$ cat config.mk
export PLATFORM = sky130hd
export DESIGN_NAME = cipher_byte_uart_framer
export DESIGN_NICKNAME = d
export VERILOG_FILES = /design/src/rtl/cipher_byte_uart_framer.sv
export SDC_FILE = /design/constraint.sdc
export NUM_CORES = 1
export LEC_CHECK = 0
export BUFFER_PORTS_ARGS = -buffer_cell sky130_fd_sc_hd__buf_2
export CAP_MARGIN = 20
export CORE_MARGIN = 8
export CORE_UTILIZATION = 45
export DETAILED_ROUTE_END_ITERATION = 12
export PLACE_DENSITY = 0.65
export SYNTH_ARGS = -nofsm -noshare
export SYNTH_HDL_FRONTEND = slang
export SYNTH_SLANG_ARGS = --single-unit
$ cat constraint.sdc
create_clock -name clk -period 7.6 [get_ports clk]
set_input_delay 0 -clock clk [delete_from_list [all_inputs] [get_ports clk]]
set_output_delay 0 -clock clk [all_outputs]
set_load 0.01 [all_outputs]
$ cat src/rtl/cipher_byte_uart_framer.sv
// Ciphertext byte FIFO feeding a UART framer (start, 8 data LSB first, even parity, stop) with a per-packet XOR checksum frame.
// Latency: byte strobed at edge E pops at E+1, tx falls at E+2; no backpressure, bytes arriving on a full FIFO are dropped and flagged in overflow.
module cipher_byte_uart_framer #(
   parameter int CLKS_PER_BIT = 4,
   parameter int FIFO_DEPTH   = 4,
   parameter int PKT_LEN      = 8
) (
   input  logic                             clk,
   input  logic                             rst_n,
   input  logic [7:0]                       in_data,
   input  logic                             in_valid,
   input  logic                             flush,
   output logic                             tx,
   output logic                             busy,
   output logic                             overflow,
   output logic [$clog2(FIFO_DEPTH+1)-1:0]  fifo_level
);
   localparam int PTR_W  = $clog2(FIFO_DEPTH);
   localparam int LVL_W  = $clog2(FIFO_DEPTH+1);
   localparam int BAUD_W = $clog2(CLKS_PER_BIT);

   typedef enum logic [2:0] {IDLE, START, DATA, PARITY, STOP} state_t;

   state_t              state, state_nxt;
   logic [7:0]          mem [FIFO_DEPTH];
   logic [PTR_W-1:0]    wr_ptr, rd_ptr;
   logic [LVL_W-1:0]    level;
   logic [7:0]          shift_q, cksum, cksum_hold, head, cksum_next;
   logic                parity_q, pending;
   logic [7:0]          pkt_cnt;
   logic [BAUD_W-1:0]   baud_cnt;
   logic [2:0]          bit_cnt;
   logic                fifo_full, fifo_empty, push, pop, load_ck, baud_last;

   assign fifo_full  = (level == LVL_W'(FIFO_DEPTH));
   assign fifo_empty = (level == '0);
   assign push       = in_valid && !flush && !fifo_full;
   assign head       = mem[rd_ptr];
   assign cksum_next = cksum ^ head;
   assign baud_last  = (baud_cnt == BAUD_W'(CLKS_PER_BIT-1));
   assign busy       = (state != IDLE) || !fifo_empty || pending;
   assign fifo_level = level;

   always_ff @(posedge clk or negedge rst_n) begin
      if (!rst_n) state <= IDLE;
      else        state <= state_nxt;
   end

   // The pending checksum always wins over the FIFO so it directly follows its packet.
   always_comb begin
      state_nxt = state;
      pop       = 1'b0;
      load_ck   = 1'b0;
      case (state)
         IDLE: begin
            if (!flush) begin
               if (pending) begin
                  load_ck   = 1'b1;
                  state_nxt = START;
               end else if (!fifo_empty) begin
                  pop       = 1'b1;
                  state_nxt = START;
               end
            end
         end
         START:   if (baud_last) state_nxt = DATA;
         DATA:    if (baud_last && bit_cnt == 3'd7) state_nxt = PARITY;
         PARITY:  if (baud_last) state_nxt = STOP;
         STOP:    if (baud_last) state_nxt = IDLE;
         default: state_nxt = IDLE;
      endcase
   end

   always_ff @(posedge clk) begin
      if (push) mem[wr_ptr] <= in_data;
   end

   always_ff @(posedge clk or negedge rst_n) begin
      if (!rst_n) begin
         wr_ptr   <= '0;
         rd_ptr   <= '0;
         level    <= '0;
         overflow <= 1'b0;
      end else if (flush) begin
         wr_ptr   <= '0;
         rd_ptr   <= '0;
         level    <= '0;
         overflow <= 1'b0;
      end else begin
         if (push) wr_ptr <= wr_ptr + PTR_W'(1);
         if (pop)  rd_ptr <= rd_ptr + PTR_W'(1);
         if (push && !pop)      level <= level + LVL_W'(1);
         else if (!push && pop) level <= level - LVL_W'(1);
         // A full FIFO drops the byte even if a pop frees a slot this cycle.
         if (in_valid && fifo_full) overflow <= 1'b1;
      end
   end

   always_ff @(posedge clk or negedge rst_n) begin
      if (!rst_n) begin
         cksum      <= 8'h00;
         cksum_hold <= 8'h00;
         pkt_cnt    <= 8'd0;
         pending    <= 1'b0;
      end else if (flush) begin
         cksum   <= 8'h00;
         pkt_cnt <= 8'd0;
         pending <= 1'b0;
      end else if (load_ck) begin
         pending <= 1'b0;
      end else if (pop) begin
         if (pkt_cnt == 8'(PKT_LEN-1)) begin
            cksum_hold <= cksum_next;
            pending    <= 1'b1;
            cksum      <= 8'h00;
            pkt_cnt    <= 8'd0;
         end else begin
            cksum   <= cksum_next;
            pkt_cnt <= pkt_cnt + 8'd1;
         end
      end
   end

   // tx is registered from the current state, so it trails the FSM by one cycle.
   always_ff @(posedge clk or negedge rst_n) begin
      if (!rst_n) begin
         shift_q  <= 8'h00;
         parity_q <= 1'b0;
         baud_cnt <= '0;
         bit_cnt  <= 3'd0;
         tx       <= 1'b1;
      end else begin
         if (state == IDLE || baud_last) baud_cnt <= '0;
         else                            baud_cnt <= baud_cnt + BAUD_W'(1);

         if (load_ck) begin
            shift_q  <= cksum_hold;
            parity_q <= ^cksum_hold;
            bit_cnt  <= 3'd0;
         end else if (pop) begin
            shift_q  <= head;
            parity_q <= ^head;
            bit_cnt  <= 3'd0;
         end else if (state == DATA && baud_last) begin
            shift_q <= {1'b0, shift_q[7:1]};
            bit_cnt <= bit_cnt + 3'd1;
         end

         case (state)
            START:   tx <= 1'b0;
            DATA:    tx <= shift_q[0];
            PARITY:  tx <= parity_q;
            default: tx <= 1'b1;
         endcase
      end
   end
endmodule
==> run summary <==
Slowest-stage cell, CP = and3_1
Req. time, crit path = 7.82 ns
Critical path launch point type = flip-flop
Area Overhead vs Synth = 9.81%
Mapped Cells = 340
Vias per cell = 5.50
Worst setup EP type = flip-flop
Status = finished, final reports clean
Worst Hold Class = primary input to flip-flop
Pin count of the biggest net entering global routing = 52
Root Driver = clkbuf_8
Post-layout util = 51.0%
Layout filler cell count = 773
YS warnings = 0
Yosys cell types = 57
Starting Density = 46.4%
Slew margin rel. = 41.2%
Yosys top cell by area = dfrtp_1
Area share of the largest cell type after synthesis = 30.7%
Fin crit period = 2.88 ns
Max-cap viol count = 0
Setup Skew = 0.0116 ns
Total grt overflow = 0
Synth cell count leaders = dfrtp_1, edfxtp_1, nand2_1, nor2_1, xnor2_1
Final nets = 382
Yosys reg bits = 83
DRC violations left = 0
DR iter-0 viols = 133
Router iterations before antenna repair = 4
Crit path arrival time = 3.10 ns
Clock slew at reported path FFs = 0.09 ns
Top-Level Pins = 18
EDFF count, synth = 32
Layout cells sized above 1 = 15.8%
Top_reg_cell synth = dfrtp_1
Cell Chain, Critical Path = nor3_2, and3_1, nor3_1, fa_1, and4_1, mux2i_1, xnor2_1, nor2_1
Crit-path max FO = 13
Top area cells in the synthesized netlist = dfrtp_1, edfxtp_1, xnor2_1
FMAX = 0.347 GHz
Max Slew Vio Count = 0
Syn_area_per_cell = 12.0 um2
Ys async rst share = 61.4%
GR Util All Layers = 13.1%
Post-DRT Antenna Nets = 0
WL/cell = 16.3 um
PwrDens = 324 nW/um2
Setup-failing EPs final = 0
Die height = 111 um
Total core area = 8760 um2
Die ar. = 12300 um2
Latest clock arrival within the worst-skew pair = 0.35 ns
Most frequent cell after synthesis = dfrtp_1
Clock Sink Count = 83
Tightest Pin Transition = 0.875 ns
DP Wirelength = 5190 um
Vias in the first global route = 2590
Buffers added on ports = 17
Footprint of the multi-input gates = 1700 um2
Reg area = 2240 um2
Global-route wire length before repair = 13200 um
Die boundary width = 111 um
Mapped cell area = 4070 um2
CTS H-Tree Depth = 3
Pleak = 1.79 nW
CP Class = flip-flop to flip-flop
Via count = 2606
CTS resizes = 0
Largest stage delay, worst path = 0.63 ns
Final worst path period share = 37.9%
Antenna cells = 0
Maximum vdd drop = 0.000144 V
WL final = 7740 um
Cts bufs inserted = 9
Seq/Total Area, Yosys = 55.0%
RSZ-0062 raised after global routing = false
CTS tree = built
Final hold vios = 0
Max Root-Sink Buffers = 2
Syn_nets = 361
Fin Setup TNS = 0 ns
Initial antenna violation count = 0
Std-Cell Rows = 34
Final Wtd Congestion = 0.838
==> per-layer routing <==
layer	global-route usage, %	part of all wire (%)
met1	16.8	47
met2	21.0	49
met3	3.68	3.6
met4	3.82	0.62
met5	0	0
==> path summary, 6_finish.rpt <==
check,slack (ns),end,cells after the start,from
min in group asynchronous,0.29,pkt_cnt[5]$_DFFE_PN0P_,3,rst_n
max in group asynchronous,6.86,shift_q[1]$_DFFE_PN0P_,3,rst_n
worst min-delay path,0.007,overflow$_DFFE_PN0P_,3,in_valid
worst max-delay path,4.72,fifo_level[2]$_DFFE_PN0P_,8,state[1]$_DFFE_PN0P_
worst max register to register,4.72,fifo_level[2]$_DFFE_PN0P_,8,state[1]$_DFFE_PN0P_
worst min register to register,0.44,baud_cnt[0]$_DFF_PN0_,1,baud_cnt[0]$_DFF_PN0_
==> where the power goes <==
group | internal, mW | switching, mW | leakage (nW) | total, mW
combinational | 0.239 | 0.280 | 0.738 | 0.519
clock | 0.124 | 0.173 | 0.0902 | 0.297
sequential | 0.550 | 0.0827 | 0.965 | 0.632
total | 0.913 | 0.535 | 1.79 | 1.45
==> state kept, by name (all words and copies together) (netlist names), 3 cells and up <==
| signal | cells |
|---|---|
| state | 3 |
| pkt_cnt | 8 |
| bit_cnt | 3 |
| cksum | 8 |
| mem | 32 |
| fifo_level | 3 |
| cksum_hold | 8 |
| shift_q | 8 |
==> cell families after synthesis <==
kind of cell | count (synthesis) | share of synthesized area [%]
DFF | 83 | 55.0
muxes | 10 | 4.92
adders and majority gates | 9 | 2.95
and+or+nand+nor | 100 | 12.8
xor gates and xnor gates | 31 | 7.50
buffers and inverters | 25 | 3.20
AOI/OAI and AO/OA | 82 | 13.6
==> cells in the final DEF (no fill, tap or decap), drive strengths merged, types with 4 or more instances in the layout <==
cell          n
o21a          5
and3          6
nand3         4
nor2         23
xor2          7
a22oi         6
o31ai         6
inv          12
mux4          8
nand2        32
and2          5
a21o          6
o22ai         6
buf          18
nor3          9
dlygate4sd3   9
ha            8
nand2b        5
a21oi         4
xnor2        24
o21ai        31
nor3b         7
dfrtp        50
clkbuf        9
edfxtp       32
o2111ai       5
==> timing repair <==
item	4_1_cts	5_1_grt
hold buffers	9	0
hold endpoints to repair	82	0
setup buffers	0	0
==> cell type report <==
type	count	share of cell area [%]
flip-flops and latches	83	50.1
multi-input cells	232	38.1
repair buffers	27	4.09
well taps	108	3.02
clock buffers	9	2.77
clock inverters	7	1.29
inverters	8	0.672
==> critical path, delay by kind of cell (launching register included) <==
family	cells	cell delay, ns
adders and majority gates	1	0.42
muxes	1	0.16
and+or+nand+nor	5	1.53
DFF	1	0.51
xor gates and xnor gates	1	0.13
==> through the flow <==
stage                     cell area (um2)  hold slack, ns  worst slack, ns  power (mW)  instances
after floorplan                      4070          -0.296             5.18        1.05        340
after global placement               4200           0.167             4.84        1.14        449
after detailed placement             4200           0.168             4.71        1.16        449
after CTS                            4470         0.00383             4.69        1.46        474
after global routing                 4470          0.0132             4.50        1.55        474
final                                4470         0.00717             4.72        1.45        474
(Power assumes the default switching activity.)
